[src/rtl/mem_access_stage_if.sv]
// Execute -> memory-access -> writeback signals, plus the data-memory req/ack port.
// The master modport is the memory-access stage; the slave modport is its surroundings.
interface mem_access_stage_if;
    logic        ex_valid;
    logic        ex_reg_we;
    logic        ex_mem_rd;
    logic        ex_mem_wr;
    logic [1:0]  ex_size;
    logic        ex_unsigned;
    logic [4:0]  ex_wra;
    logic [31:0] ex_alu_out;
    logic [31:0] ex_store_data;

    logic        mem_stall;
    logic        mem_reg_we;
    logic        mem_mem_to_reg;
    logic [4:0]  mem_wra;
    logic [31:0] mem_alu_out;
    logic [31:0] mem_dmem_data;
    logic        mem_misalign;
    logic        mem_bus_err;

    logic        dm_req;
    logic        dm_we;
    logic [31:0] dm_addr;
    logic [3:0]  dm_be;
    logic [31:0] dm_wdata;
    logic        dm_ack;
    logic [31:0] dm_rdata;

    modport master (
        input  ex_valid, ex_reg_we, ex_mem_rd, ex_mem_wr, ex_size, ex_unsigned,
               ex_wra, ex_alu_out, ex_store_data, dm_ack, dm_rdata,
        output mem_stall, mem_reg_we, mem_mem_to_reg, mem_wra, mem_alu_out,
               mem_dmem_data, mem_misalign, mem_bus_err,
               dm_req, dm_we, dm_addr, dm_be, dm_wdata
    );

    modport slave (
        output ex_valid, ex_reg_we, ex_mem_rd, ex_mem_wr, ex_size, ex_unsigned,
               ex_wra, ex_alu_out, ex_store_data, dm_ack, dm_rdata,
        input  mem_stall, mem_reg_we, mem_mem_to_reg, mem_wra, mem_alu_out,
               mem_dmem_data, mem_misalign, mem_bus_err,
               dm_req, dm_we, dm_addr, dm_be, dm_wdata
    );
endinterface

[src/rtl/mem_access_stage.sv]
// Memory-access pipeline stage: registers EX results, issues steered loads/stores to data memory.
// Latency: one register stage; a memory access completes in its ack cycle (zero-wait ack possible).
// Backpressure: stalls upstream while req is pending without ack; aborts after TIMEOUT cycles.
module mem_access_stage #(
    parameter int TIMEOUT = 16
) (
    input  logic               clk,
    input  logic               rstn,
    mem_access_stage_if.master io
);
    localparam int CW = $clog2(TIMEOUT + 1);

    typedef enum logic [1:0] {ST_IDLE, ST_WAIT, ST_ABORT} state_t;

    typedef struct packed {
        logic        valid;
        logic        reg_we;
        logic        mem_rd;
        logic        mem_wr;
        logic [1:0]  size;
        logic        uns;
        logic [4:0]  wra;
        logic [31:0] alu_out;
        logic [31:0] store_data;
    } mem_reg_t;

    mem_reg_t      mr;
    state_t        state, state_nxt;
    logic [CW-1:0] cnt;
    logic          is_mem, misaligned, req, stall, timeout_hit;
    logic [7:0]    ld_byte;
    logic [15:0]   ld_half;
    logic [31:0]   ld_ext;
    logic [3:0]    be;
    logic [31:0]   wdata;

    always_ff @(posedge clk or negedge rstn) begin
        if (!rstn) begin
            mr <= '0;
        end else if (!stall) begin
            mr.valid      <= io.ex_valid;
            mr.reg_we     <= io.ex_reg_we;
            mr.mem_rd     <= io.ex_mem_rd;
            mr.mem_wr     <= io.ex_mem_wr;
            mr.size       <= io.ex_size;
            mr.uns        <= io.ex_unsigned;
            mr.wra        <= io.ex_wra;
            mr.alu_out    <= io.ex_alu_out;
            mr.store_data <= io.ex_store_data;
        end
    end

    always_comb begin
        misaligned = 1'b0;
        case (mr.size)
            2'b00:   misaligned = 1'b0;
            2'b01:   misaligned = mr.alu_out[0];
            default: misaligned = |mr.alu_out[1:0];
        endcase
    end

    assign is_mem      = mr.valid & (mr.mem_rd | mr.mem_wr);
    assign req         = is_mem & ~misaligned & (state != ST_ABORT);
    assign stall       = req & ~io.dm_ack;
    assign timeout_hit = (cnt == CW'(TIMEOUT - 1));

    // cnt counts every cycle the current request has gone unacknowledged, including the first.
    always_ff @(posedge clk or negedge rstn) begin
        if (!rstn) begin
            state <= ST_IDLE;
            cnt   <= '0;
        end else begin
            state <= state_nxt;
            cnt   <= (state_nxt == ST_WAIT) ? cnt + CW'(1) : '0;
        end
    end

    always_comb begin
        state_nxt = state;
        case (state)
            ST_IDLE:  if (req && !io.dm_ack) state_nxt = ST_WAIT;
            ST_WAIT: begin
                if (!req || io.dm_ack) state_nxt = ST_IDLE;
                else if (timeout_hit)  state_nxt = ST_ABORT;
            end
            ST_ABORT: state_nxt = ST_IDLE;
            default:  state_nxt = ST_IDLE;
        endcase
    end

    always_comb begin
        ld_byte = 8'h00;
        case (mr.alu_out[1:0])
            2'd0: ld_byte = io.dm_rdata[7:0];
            2'd1: ld_byte = io.dm_rdata[15:8];
            2'd2: ld_byte = io.dm_rdata[23:16];
            2'd3: ld_byte = io.dm_rdata[31:24];
            default: ld_byte = 8'h00;
        endcase
        ld_half = mr.alu_out[1] ? io.dm_rdata[31:16] : io.dm_rdata[15:0];

        ld_ext = io.dm_rdata;
        be     = 4'b1111;
        wdata  = mr.store_data;
        case (mr.size)
            2'b00: begin
                ld_ext = mr.uns ? {24'h0, ld_byte} : {{24{ld_byte[7]}}, ld_byte};
                be     = 4'b0001 << mr.alu_out[1:0];
                wdata  = {4{mr.store_data[7:0]}};
            end
            2'b01: begin
                ld_ext = mr.uns ? {16'h0, ld_half} : {{16{ld_half[15]}}, ld_half};
                be     = mr.alu_out[1] ? 4'b1100 : 4'b0011;
                wdata  = {2{mr.store_data[15:0]}};
            end
            default: begin
                ld_ext = io.dm_rdata;
                be     = 4'b1111;
                wdata  = mr.store_data;
            end
        endcase

        io.mem_stall      = stall;
        io.mem_reg_we     = mr.valid & mr.reg_we & ~stall & ~(is_mem & misaligned) &
                            (state != ST_ABORT);
        io.mem_mem_to_reg = mr.mem_rd;
        io.mem_wra        = mr.wra;
        io.mem_alu_out    = mr.alu_out;
        io.mem_dmem_data  = (req & ~mr.mem_wr & io.dm_ack) ? ld_ext : 32'h0;
        io.mem_misalign   = is_mem & misaligned;
        io.mem_bus_err    = (state == ST_ABORT);
        io.dm_req         = req;
        io.dm_we          = mr.mem_wr;
        io.dm_addr        = {mr.alu_out[31:2], 2'b00};
        io.dm_be          = be;
        io.dm_wdata       = wdata;
    end
endmodule

[src/flat_wrapper.sv]
// flat-port wrapper written by rule: the top's interface ports become plain ports
module mem_access_stage_flat 
#(
    parameter int TIMEOUT = 16
)
  (clk, rstn, io_ex_valid, io_ex_reg_we, io_ex_mem_rd, io_ex_mem_wr, io_ex_size, io_ex_unsigned, io_ex_wra, io_ex_alu_out, io_ex_store_data, io_dm_ack, io_dm_rdata, io_mem_stall, io_mem_reg_we, io_mem_mem_to_reg, io_mem_wra, io_mem_alu_out, io_mem_dmem_data, io_mem_misalign, io_mem_bus_err, io_dm_req, io_dm_we, io_dm_addr, io_dm_be, io_dm_wdata);
  mem_access_stage_if io_i ();
  input  logic clk;
  input  logic rstn;
  input wire logic [$bits(io_i.ex_valid)-1:0] io_ex_valid;
  input wire logic [$bits(io_i.ex_reg_we)-1:0] io_ex_reg_we;
  input wire logic [$bits(io_i.ex_mem_rd)-1:0] io_ex_mem_rd;
  input wire logic [$bits(io_i.ex_mem_wr)-1:0] io_ex_mem_wr;
  input wire logic [$bits(io_i.ex_size)-1:0] io_ex_size;
  input wire logic [$bits(io_i.ex_unsigned)-1:0] io_ex_unsigned;
  input wire logic [$bits(io_i.ex_wra)-1:0] io_ex_wra;
  input wire logic [$bits(io_i.ex_alu_out)-1:0] io_ex_alu_out;
  input wire logic [$bits(io_i.ex_store_data)-1:0] io_ex_store_data;
  input wire logic [$bits(io_i.dm_ack)-1:0] io_dm_ack;
  input wire logic [$bits(io_i.dm_rdata)-1:0] io_dm_rdata;
  output wire logic [$bits(io_i.mem_stall)-1:0] io_mem_stall;
  output wire logic [$bits(io_i.mem_reg_we)-1:0] io_mem_reg_we;
  output wire logic [$bits(io_i.mem_mem_to_reg)-1:0] io_mem_mem_to_reg;
  output wire logic [$bits(io_i.mem_wra)-1:0] io_mem_wra;
  output wire logic [$bits(io_i.mem_alu_out)-1:0] io_mem_alu_out;
  output wire logic [$bits(io_i.mem_dmem_data)-1:0] io_mem_dmem_data;
  output wire logic [$bits(io_i.mem_misalign)-1:0] io_mem_misalign;
  output wire logic [$bits(io_i.mem_bus_err)-1:0] io_mem_bus_err;
  output wire logic [$bits(io_i.dm_req)-1:0] io_dm_req;
  output wire logic [$bits(io_i.dm_we)-1:0] io_dm_we;
  output wire logic [$bits(io_i.dm_addr)-1:0] io_dm_addr;
  output wire logic [$bits(io_i.dm_be)-1:0] io_dm_be;
  output wire logic [$bits(io_i.dm_wdata)-1:0] io_dm_wdata;
  assign io_i.ex_valid = io_ex_valid;
  assign io_i.ex_reg_we = io_ex_reg_we;
  assign io_i.ex_mem_rd = io_ex_mem_rd;
  assign io_i.ex_mem_wr = io_ex_mem_wr;
  assign io_i.ex_size = io_ex_size;
  assign io_i.ex_unsigned = io_ex_unsigned;
  assign io_i.ex_wra = io_ex_wra;
  assign io_i.ex_alu_out = io_ex_alu_out;
  assign io_i.ex_store_data = io_ex_store_data;
  assign io_i.dm_ack = io_dm_ack;
  assign io_i.dm_rdata = io_dm_rdata;
  assign io_mem_stall = io_i.mem_stall;
  assign io_mem_reg_we = io_i.mem_reg_we;
  assign io_mem_mem_to_reg = io_i.mem_mem_to_reg;
  assign io_mem_wra = io_i.mem_wra;
  assign io_mem_alu_out = io_i.mem_alu_out;
  assign io_mem_dmem_data = io_i.mem_dmem_data;
  assign io_mem_misalign = io_i.mem_misalign;
  assign io_mem_bus_err = io_i.mem_bus_err;
  assign io_dm_req = io_i.dm_req;
  assign io_dm_we = io_i.dm_we;
  assign io_dm_addr = io_i.dm_addr;
  assign io_dm_be = io_i.dm_be;
  assign io_dm_wdata = io_i.dm_wdata;
  mem_access_stage #(.TIMEOUT(TIMEOUT)) u_core (.clk(clk), .rstn(rstn), .io(io_i));
endmodule
[config.mk]
export PLATFORM = sky130hd
export DESIGN_NAME = mem_access_stage_flat
export DESIGN_NICKNAME = d
export VERILOG_FILES = /design/src/rtl/mem_access_stage_if.sv /design/src/rtl/mem_access_stage.sv /design/src/flat_wrapper.sv
export SDC_FILE = /design/constraint.sdc
export NUM_CORES = 1
export LEC_CHECK = 0
export CORE_ASPECT_RATIO = 0.6
export CORE_UTILIZATION = 35
export CTS_CLUSTER_DIAMETER = 40
export DETAILED_ROUTE_END_ITERATION = 10
export PLACE_DENSITY_LB_ADDON = 0.1
export SKIP_LAST_GASP = 1
export SLEW_MARGIN = 20
export SYNTH_ARGS = -nofsm -noshare
export SYNTH_HDL_FRONTEND = slang
export SYNTH_SLANG_ARGS = --single-unit
export TNS_END_PERCENT = 10
[constraint.sdc]
create_clock -name clk -period 4.2 [get_ports clk]
set_clock_uncertainty 0.15 [all_clocks]
set_input_delay 0.63 -clock clk [delete_from_list [all_inputs] [get_ports clk]]
set_output_delay 0.63 -clock clk [all_outputs]
set_load 0.01 [all_outputs]
==> results.tsv <==
metric	value	unit
min_period_over_period	90.5	%
critical_path.max_fanout	17	
die-area	14100	µm²
worstPathRequired	3.42	ns
rsz0062_at_grt	no	
crit_arrival	3.02	ns
cts_tree	built	
finalSetupViolCount	0	
routed_via_density	4.83	
fin_nets	733	
synth-seq-cells	83	
drc	13	
yosysUniqueCellTypes	39	
clockBufferDepth	2	
syn_inst	454	
period_needed	3.80	ns
p_per_area	340	nW/µm²
grt_pass1_wl	20900	µm
root_buffer	clkbuf_16	
hp-class	input pin to asynchronous set/reset pin	
hold_viol_final	0	
ctsResizeCount	0	
synth_top_flop_cell	dfrtp_1	
worst_slew_pin_slew	0.813	ns
grt_antenna_before_repair	0	
post_cts_buffers	0	
worst_setup_path_end_kind	output pin	
irDropWorstVdd	0.000214	V
yosys_warnings	0	
yosysMostFrequentCell	dfrtp_1	
die_h	92.5	µm
cp_slowest_cell	dfrtp_1	
synth_top_area_share	43.5	%
routed_wl	13400	µm
area_delta_synth_final	50.1	%
grt_overflow_total	0	
rr_startpoint	u_core.mr[71]	
track_usage	19.3	%
postCtsHoldBufs	0	
clk_pin_slew	0.06	ns
drt_iter0_markers	210	
ios	255	
largest_reg_flops	37	
cts_sinks	83	
diodes	0	
num_rows	32	
synth-async-reset-ratio	100	%
crit_top_cell	nand2b_1	
ant_nets	0	
wl_per_cell	16.9	µm
cts_buffers	9	
setup_tns	0	ns
core_area	13100	µm²
max_freq	0.263	GHz
startpoint	u_core.io.mem_alu_out[1]	
crit_chain	nand2b_1 -> o32ai_1 -> nand2b_1 -> a221oi_1 -> clkdlybuf4s50_1	
syn-mean-instance-area	10.5	µm²
clock_latency	0.33	ns
hold_ws	0.244	ns
top_register	u_core.mr	
path_class	flop to output pin	
cp-start-kind	flop	
status	finished, violations left	
chipWidth	153	µm
r2r_cells	6	
yosys-top-cells-area	dfrtp_1 (43%), mux2_2 (17%), buf_4 (12%)	
gp_congestion	0.936	
num_vias	3833	
ys_seq_area_share	43.5	%
grt_max_degree	64	
htreeDepth	3	
drv_cap	0	
endpoint	io_mem_dmem_data[15]	
initial_core_util	36.5	%
hpwl	10200	µm
synth_edf_count	0	
p_leak	2.90	nW
dr.pass1.iters	8	
drv_slew	0	
yosys-top-cells-count	dfrtp_1 (83), buf_4 (78), mux2_2 (74), nand2_1 (59), nor2_1 (18)	
violations	design-rule violations	
drive_above_1_share	16.2	%
numPortBuffers	252	
max_stage_delay	0.75	ns
grt_pass1_vias	3933	
yosysTopAreaCell	dfrtp_1	
slew_headroom	45.8	%
synth_area	4780	µm²
reg2reg_to	u_core.mr[26]	
r2r_setup_slack	1.14	ns
[layer usage]
metal	track usage [%]	wire length (µm)	up-vias
met5	0	0	-
met4	3.70	128	0
met3	6.64	1090	8
met2	30.1	6080	152
met1	25.9	6110	1855
li1	-	-	1818
[placed cells by master (no fill, tap or decap), drive strengths merged]
cell / count
ha: 2
a221oi: 1
xor2: 1
nand3b: 1
dfrtp: 83
conb: 2
a21o: 3
buf: 8
and2: 1
nand2: 59
o21ai: 9
o32ai: 1
mux2: 91
a211oi: 2
clkinvlp: 2
or2: 3
nand2b: 2
nor2: 18
a31oi: 7
clkbuf: 11
o211ai: 1
nor4: 2
nor2b: 3
bufinv: 2
nand3: 8
and3: 2
a21oi: 17
mux2i: 10
or4b: 1
nor3: 1
xnor2: 1
clkdlybuf4s50: 251
inv: 6
or3: 1
o21bai: 4
a222oi: 7
[where the power goes]
part	total [mW]	switching, mW	internal, mW
registers	0.934	0.0668	0.867
logic	0.669	0.266	0.402
clock network	0.837	0.303	0.534
[final cells by class]
type                       instances  area (µm²)
inverter                           6        22.5
clock inverter                     4        75.1
tap                              170         213
timing repair buffer             259        2570
clock buffer                      11         243
sequential                        83        2080
fill                            1123        5920
multi-input combinational        261        1970
[per-stage QoR]
step | setup slack (ns) | util [%] | power, mW | std cells | instance area [µm²]
global route | 0.256 | 54.8 | 2.56 | 794 | 7170
CTS | 0.469 | 54.8 | 2.47 | 794 | 7170
finish | 0.398 | 54.8 | 2.44 | 794 | 7170
floorplan | 1.57 | - | 1.30 | 455 | 4780
global placement | 0.624 | 52.3 | 1.61 | 779 | 6850
detailed placement | 0.528 | 52.3 | 1.62 | 779 | 6850
[worst min path at each step]
stage / from / end / slack (ns) / depth (start not counted)
global route: u_core.state[1] / u_core.state[1] / 0.31 / 1
global placement: u_core.state[1] / u_core.state[1] / 0.28 / 1
floorplan: rstn / u_core.cnt[0] / 0.18 / 0
detailed placement: u_core.state[1] / u_core.state[1] / 0.29 / 1
CTS: rstn / u_core.io.mem_alu_out[18] / 0.28 / 1
finish: rstn / u_core.io.mem_alu_out[22] / 0.24 / 1
[logic make-up (layout without fill, tap and decap cells)]
group / Yosys count / after routing / share of synthesized area [%]
other: 1 / 2 / 0.0785
adder cells (fa/ha/maj): 2 / 2 / 0.524
flip-flops: 83 / 83 / 43.5
AO/OA/AOI/OAI: 52 / 52 / 7.15
buffers and inverters: 111 / 280 / 15.4
AND/OR/NAND/NOR: 102 / 102 / 9.43
multiplexers: 101 / 101 / 23.6
XOR/XNOR: 2 / 2 / 0.367
[worst max-delay path, delay by kind of cell (launching register included)]
family                 cells  cell delay (ns)
AOI/OAI and AO/OA          2             0.82
buffers and inverters      1             0.60
and+or+nand+nor            2             0.52
DFF                        1             0.75
(Power assumes the default switching activity.)
